===== src/rtl/hgcal_fc_calib_pkg.sv =====
// Shared types and constants for the HGCAL fast-control calibration monitor.
package hgcal_fc_calib_pkg;

    localparam int BX_PER_ORBIT_DEF = 3564;
    localparam int BX_W             = 12;
    localparam int D_W              = 13;

    localparam int ERR_TIMEOUT = 0;
    localparam int ERR_OVERLAP = 1;
    localparam int ERR_BXPHASE = 2;

    typedef enum logic {
        IDLE     = 1'b0,
        WAIT_L1A = 1'b1
    } fc_state_e;

    // A programmed delay of zero is treated as one BX.
    function automatic logic [D_W-1:0] eff_delay(input logic [BX_W-1:0] d);
        return (d == '0) ? D_W'(1) : D_W'(d);
    endfunction

endpackage


===== src/rtl/hgcal_fc_bx_counter.sv =====
// Local BX counter: orbit-sync reload, wrap at end of orbit, and a phase
// error strobe when the orbit sync does not land on the last BX.
module hgcal_fc_bx_counter import hgcal_fc_calib_pkg::*; #(
    parameter int BX_PER_ORBIT = BX_PER_ORBIT_DEF
) (
    input  logic            i_clk,
    input  logic            i_rst_n,
    input  logic            i_orbit_sync,
    output logic [BX_W-1:0] o_bx,
    output logic            o_phase_err
);

    localparam logic [BX_W-1:0] BX_LAST = BX_W'(BX_PER_ORBIT - 1);

    logic [BX_W-1:0] r_bx;

    always_ff @(posedge i_clk or negedge i_rst_n) begin
        if (!i_rst_n)
            r_bx <= '0;
        else if (i_orbit_sync || (r_bx == BX_LAST))
            r_bx <= '0;
        else
            r_bx <= r_bx + BX_W'(1);
    end

    assign o_bx        = r_bx;
    assign o_phase_err = i_orbit_sync && (r_bx != BX_LAST);

endmodule


===== src/rtl/hgcal_fc_calib_monitor.sv =====
// Pairs FC calibration requests with the L1A at the programmed delay and keeps
// calibration status counters. HGCAL_FC_CALIB_ERRLATCH_EN enables sticky err_flags.
module hgcal_fc_calib_monitor import hgcal_fc_calib_pkg::*; #(
    parameter int BX_PER_ORBIT = BX_PER_ORBIT_DEF,
    parameter int CNT_W        = 16
) (
    input  logic             i_clk40,
    input  logic             i_reset_n,
    input  logic             i_enable,
    input  logic             i_orbit_sync,
    input  logic             i_fc_calib_req,
    input  logic             i_fc_l1a,
    input  logic [BX_W-1:0]  i_expected_delay,
    input  logic [3:0]       i_tolerance,
    input  logic             i_clear_counters,
    output logic [BX_W-1:0]  o_bx_now,
    output logic [BX_W-1:0]  o_bx_calib_req,
    output logic [BX_W-1:0]  o_last_delay,
    output logic             o_calib_l1a,
    output logic             o_normal_l1a,
    output logic             o_busy,
    output logic [CNT_W-1:0] o_cnt_calib_ok,
    output logic [CNT_W-1:0] o_cnt_calib_err,
    output logic [2:0]       o_err_flags
);

    fc_state_e        r_state, w_state_nxt;
    logic [D_W-1:0]   r_dcnt, r_win_lo, r_win_hi;
    logic [D_W-1:0]   w_e, w_lo, w_hi, w_tol;
    logic [BX_W-1:0]  w_bx;
    logic [CNT_W-1:0] r_cnt_ok, r_cnt_err;
    logic             w_bx_phase, w_active, w_match, w_timeout, w_overlap, w_accept;

    hgcal_fc_bx_counter #(
        .BX_PER_ORBIT(BX_PER_ORBIT)
    ) u_bx_counter (
        .i_clk        (i_clk40),
        .i_rst_n      (i_reset_n),
        .i_orbit_sync (i_orbit_sync),
        .o_bx         (w_bx),
        .o_phase_err  (w_bx_phase)
    );

    // Window bounds are computed at request time and frozen for the sequence.
    assign w_e   = eff_delay(i_expected_delay);
    assign w_tol = D_W'(i_tolerance);
    assign w_hi  = w_e + w_tol;
    assign w_lo  = (w_e > w_tol) ? (w_e - w_tol) : D_W'(1);

    // r_dcnt holds the delay D of the current cycle while waiting (1 right after the request).
    assign w_active  = (r_state == WAIT_L1A) && i_enable;
    assign w_timeout = w_active && (r_dcnt == (r_win_hi + D_W'(1)));
    assign w_match   = w_active && i_fc_l1a && (r_dcnt >= r_win_lo) && (r_dcnt <= r_win_hi);
    assign w_overlap = w_active && i_fc_calib_req && !w_timeout;
    assign w_accept  = i_enable && i_fc_calib_req && ((r_state == IDLE) || w_timeout);

    always_ff @(posedge i_clk40 or negedge i_reset_n) begin
        if (!i_reset_n)
            r_state <= IDLE;
        else
            r_state <= w_state_nxt;
    end

    always_comb begin
        w_state_nxt = r_state;
        if (!i_enable)
            w_state_nxt = IDLE;
        else if (w_accept)
            w_state_nxt = WAIT_L1A;
        else if (w_match || w_timeout)
            w_state_nxt = IDLE;
    end

    always_ff @(posedge i_clk40 or negedge i_reset_n) begin
        if (!i_reset_n) begin
            r_dcnt         <= '0;
            r_win_lo       <= '0;
            r_win_hi       <= '0;
            o_bx_calib_req <= '0;
            o_last_delay   <= '0;
            o_calib_l1a    <= 1'b0;
            o_normal_l1a   <= 1'b0;
        end else begin
            o_calib_l1a  <= w_match;
            o_normal_l1a <= i_fc_l1a && !w_match;
            if (w_match)
                o_last_delay <= r_dcnt[BX_W-1:0];
            if (w_accept) begin
                r_dcnt         <= D_W'(1);
                r_win_lo       <= w_lo;
                r_win_hi       <= w_hi;
                o_bx_calib_req <= w_bx;
            end else if (r_state == WAIT_L1A) begin
                r_dcnt <= r_dcnt + D_W'(1);
            end
        end
    end

    always_ff @(posedge i_clk40 or negedge i_reset_n) begin
        if (!i_reset_n) begin
            r_cnt_ok  <= '0;
            r_cnt_err <= '0;
        end else if (i_clear_counters) begin
            r_cnt_ok  <= '0;
            r_cnt_err <= '0;
        end else begin
            if (w_match && !(&r_cnt_ok))
                r_cnt_ok <= r_cnt_ok + CNT_W'(1);
            if ((w_timeout || w_overlap) && !(&r_cnt_err))
                r_cnt_err <= r_cnt_err + CNT_W'(1);
        end
    end

    assign o_bx_now        = w_bx;
    assign o_busy          = (r_state == WAIT_L1A);
    assign o_cnt_calib_ok  = r_cnt_ok;
    assign o_cnt_calib_err = r_cnt_err;

`ifdef HGCAL_FC_CALIB_ERRLATCH_EN
    logic [2:0] r_err_flags;

    always_ff @(posedge i_clk40 or negedge i_reset_n) begin
        if (!i_reset_n) begin
            r_err_flags <= '0;
        end else if (i_clear_counters) begin
            r_err_flags <= '0;
        end else begin
            r_err_flags[ERR_TIMEOUT] <= r_err_flags[ERR_TIMEOUT] | w_timeout;
            r_err_flags[ERR_OVERLAP] <= r_err_flags[ERR_OVERLAP] | w_overlap;
            r_err_flags[ERR_BXPHASE] <= r_err_flags[ERR_BXPHASE] | w_bx_phase;
        end
    end

    assign o_err_flags = r_err_flags;
`else
    logic w_unused_bx_phase;
    assign w_unused_bx_phase = w_bx_phase;
    assign o_err_flags       = 3'b000;
`endif

endmodule


===== config.mk =====
export PLATFORM = sky130hd
export DESIGN_NAME = hgcal_fc_calib_monitor
export DESIGN_NICKNAME = d
export VERILOG_FILES = /design/src/rtl/hgcal_fc_calib_pkg.sv /design/src/rtl/hgcal_fc_bx_counter.sv /design/src/rtl/hgcal_fc_calib_monitor.sv
export SDC_FILE = /design/constraint.sdc
export NUM_CORES = 1
export LEC_CHECK = 0
export BUFFER_PORTS_ARGS = -buffer_cell sky130_fd_sc_hd__buf_2
export CAP_MARGIN = 40
export CORE_MARGIN = 3
export CORE_UTILIZATION = 34
export DETAILED_ROUTE_END_ITERATION = 16
export PLACE_DENSITY = 0.6
export SLEW_MARGIN = 5
export SYNTH_ARGS = -nofsm -noshare
export SYNTH_HDL_FRONTEND = slang
export SYNTH_SLANG_ARGS = --single-unit

===== constraint.sdc =====
create_clock -name i_clk40 -period 5.8 [get_ports i_clk40]
set_clock_uncertainty 0.15 [all_clocks]
set_input_delay 1.16 -clock i_clk40 [delete_from_list [all_inputs] [get_ports i_clk40]]
set_output_delay 1.16 -clock i_clk40 [all_outputs]
set_load 0.05 [all_outputs]

==> summary.md <==
| Metric | Value |
|---|---|
| Hold_sp | `o_bx_calib_req[3]` |
| Post-synthesis simple-gate area fraction | `23.76%` |
| Final setup violation count | `0` |
| RePlAce Congestion | `just under 0.9` |
| Ratio of cells with drive above 1 in the final layout | `14.80%` |
| Post-Synth XOR/XNOR Area | `7.128%` |
| Most common cell after layout, fill and taps aside | `nand2_1` |
| Worst Tran Pin Value | `0.8588 ns` |
| Hold Crit Class | `flop to flop` |
| Nature of the critical path endpoint | `flop` |
| Outcome | `completed` |
| Routed Antenna Nets | `0` |
| Critical Path AT | `slightly above 4 ns` |
| First-pass GRT wire length | `27.41 mm` |
| Final setup TNS | `0 ns` |
| Total GRT Usage | `15.64%` |
| Clock net sink count | `110` |
| IO Count | `97` |
| Syn Std Cell Area | `6635 sq um` |
| Multi-input logic area | `3561 sq um` |
| CTS clock-pin slew for the worst setup and hold paths | `~0.07 ns` |
| Post-DR vias/cell | `5.016` |
| Die Height | `145.7 microns` |
| CTS root buf | `clkbuf_16` |
| Clock latency at the later pin of the worst-skew pair | `0.36 ns` |
| Peak VDD IR | `0.0001520 V` |
| Ant. Diodes | `0` |
| Via Count | `5508` |
| Setup Buffers After CTS | `0` |
| Final Hold Fails | `0` |
| CP Launch Type | `flop` |
| Storage element area | `2753 sq um` |
| Die ar. | `21230 sq um` |
| H-tree Lvls | `3` |
| Initial antenna violation count | `0` |
| RSZ-0062 raised after global routing | `false` |
| Most common cell on crit path | `a21o_1` |
| Number of synthesized flops with an enable pin | `0` |
| First-pass detailed-route iteration total | `4` |
| PostCTS Resize Cnt | `0` |
| WP data required | `5.90 ns` |
| Number of max-cap violations | `0` |
| Worst path max stage delay | `around 0.58 ns` |
| Syn-to-layout area delta | `14.78%` |
| Period utilisation layout | `68.97%` |
| Final net count | `895` |
| CP max stage cell | `clkinv_1` |
| Die X | `145.7 microns` |
| Remaining global-route overflow | `0` |
| Fraction of synthesized area in multiplexers | `less than 1%` |
| Routed length per placed instance | `14.70 microns` |
| R2r endpoint | `o_cnt_calib_ok[1]` |
| Largest net degree at the start of global routing | `63` |
| Crit Path Class | `flop to flop` |
| Synthesized instance count | `between 700 and 800` |
| CP max FO | `27` |
| Hold depth | `2` |
| Adder-cell share of the synthesized area | `7.505%` |
| FFs w/ async S/R, synth | `100.0%` |
| Core Region | `18960 sq um` |
| Reg2reg setup slack | `1.80 ns` |
| Avg Inst Size Synth | `8.707 sq um` |
| Post-DP HPWL | `11.83 mm` |
| Static leakage | `3.664 nW` |
| TritonCTS clock tree | `done` |
| Fin. max-slew vios | `0` |
| Yosys warning count | `0` |
| Reg2reg path depth | `11` |
| F_max | `0.2500 GHz` |
| Worst slew margin | `42.74%` |
| Period minus WS final | `between 4 and 5 ns` |
| Initial core utilization | `around a third` |
| Drt first-iter violations | `303` |
| Sink of the worst hold path | `o_bx_calib_req[3]` |
| Post-synthesis register bit count | `110` |
| Num CTS Buffers | `9` |
| Worst-path cell chain | `inv_1 -> ha_1 -> nand2b_1 -> a21o_1 -> a21o_1 -> a211o_1 -> a21oi_1 -> or2_2 -> clkinv_1 -> and2_1 -> a31o_2` |
| Cts hold-fix bufs | `0` |
| Main combinational cell family by area after synthesis | `simple AND/OR/NAND/NOR gates` |
| Most frequent cells in the layout | `133 x nand2_1, 110 x dfrtp_1, 92 x buf_2` |
| Vias in the first global route | `5210` |
| Port Buffer Count | `93` |
| Total Wirelength | `16.14 mm` |
| DRC | `0` |
| Clock Path Buffers | `2` |
| Yosys cell types | `57` |
| Worst R2R Start | `r_dcnt[0]` |
| FP Rows | `50` |
| Final cell count without fillers | `between 1000 and 1500` |
| Most used flip-flop cell after synthesis | `dfrtp_1` |
| Sequential area share after synthesis | `41.49%` |
| PD cells | `246.7 nW/um^2` |
| Compound-Gate Fraction of Synth Area | `14.39%` |
| Dpl cells | `1082` |
| FILL cells | `1965` |
## registers in the layout, indices dropped and copies added, names as in the netlist
| register | cells |
|---|---|
| o_last_delay | 12 |
| o_bx_calib_req | 12 |
| r_win_hi | 13 |
| o_calib_l1a | 1 |
| r_dcnt | 13 |
| r_win_lo | 13 |
| o_cnt_calib_err | 16 |
| u_bx_counter.o_bx | 12 |
| o_busy | 1 |
| o_cnt_calib_ok | 16 |
| o_normal_l1a | 1 |
## report_power, final
part           switching (mW)  total [mW]  internal (mW)
Clock                   0.281       0.620          0.339
Sequential             0.0715       0.889          0.818
Combinational           0.226       0.370          0.143
## cell families after synthesis
family          Yosys count
fa+ha+maj                40
compound gates          141
simple gates            329
flops                   110
mux                       4
xor+xnor                 54
buf+inv                  83
other cells               1
## cells in the mapped netlist (all sizes together) (3+ instances only)
cell,count,area [sq um]
nand3b,4,30.03
o21ai,38,193.9
buf,12,67.56
xnor2,29,254.0
xor2,25,219.0
o21a,9,67.56
a211oi,3,22.52
nor4,13,81.33
nand2,133,499.2
inv,42,157.7
nor2,60,225.2
ha,39,488.0
a41o,5,50.05
a21oi,33,165.2
and3,12,75.07
o2111ai,3,26.28
nand4,16,100.1
nand2b,3,18.77
or3b,3,26.28
nor2b,6,37.54
and2,7,43.80
clkbuf,27,101.4
dfrtp,110,2753
nand4b,3,26.28
o31ai,10,75.07
o41ai,6,52.55
nand3,29,145.1
nor3,8,40.04
or4,12,90.09
o211ai,7,52.55
o31a,3,26.28
a21o,11,82.58
or3,13,81.33
## worst max path at each step
stage,start,end,slack [ns],cells after the start
5_1_grt,r_dcnt[0],o_cnt_calib_ok[1],1.47,11
3_3_place_gp,i_expected_delay[6],r_win_lo[10],1.56,13
2_1_floorplan,i_expected_delay[6],r_win_lo[10],1.78,14
6_report,r_dcnt[0],o_cnt_calib_ok[1],1.80,11
4_1_cts,r_dcnt[0],o_cnt_calib_ok[1],1.73,11
3_5_place_dp,i_expected_delay[6],r_win_lo[5],1.51,13
## layer usage
metal	wire (microns)	up-vias	global-route usage (%)
met5	0	-	0
li1	-	2780	-
met3	735	16	3.363
met1	8217	2581	22.65
met4	200	0	4.558
met2	6988	131	23.56
## final cells by class
| type | instances | share of cell area [%] |
|---|---|---|
| well taps | 260 | 4.271 |
| repair buffers | 97 | 6.752 |
| inverters | 44 | 2.169 |
| clock buffers | 14 | 3.729 |
| flip-flops and latches | 110 | 36.14 |
| clock inverters | 2 | 0.1807 |
| multi-input cells | 571 | 46.76 |
## stage by stage
stage	setup slack [ns]	power, mW	area (sq um)	util (%)	hold WS (ns)
2_1_floorplan	1.776	1.164	6643	-	0.2928
3_3_place_gp	1.560	1.272	7287	38.44	0.3074
3_5_place_dp	1.510	1.277	7318	38.61	0.3079
4_1_cts	1.732	1.903	7616	40.18	0.3252
5_1_grt	1.474	1.997	7616	40.18	0.3393
6_report	1.799	1.879	7616	40.18	0.3177
## critical path: cells and delay by family (launching register included)
family | cells | cell delay [ns]
adder cells (fa/ha/maj) | 1 | 0.30
AND/OR/NAND/NOR | 3 | 1.01
flip-flops | 1 | 0.43
AO/OA/AOI/OAI | 5 | 1.31
buffers and inverters | 2 | 0.71
No activity file was read; power rests on OpenSTA's default activity.
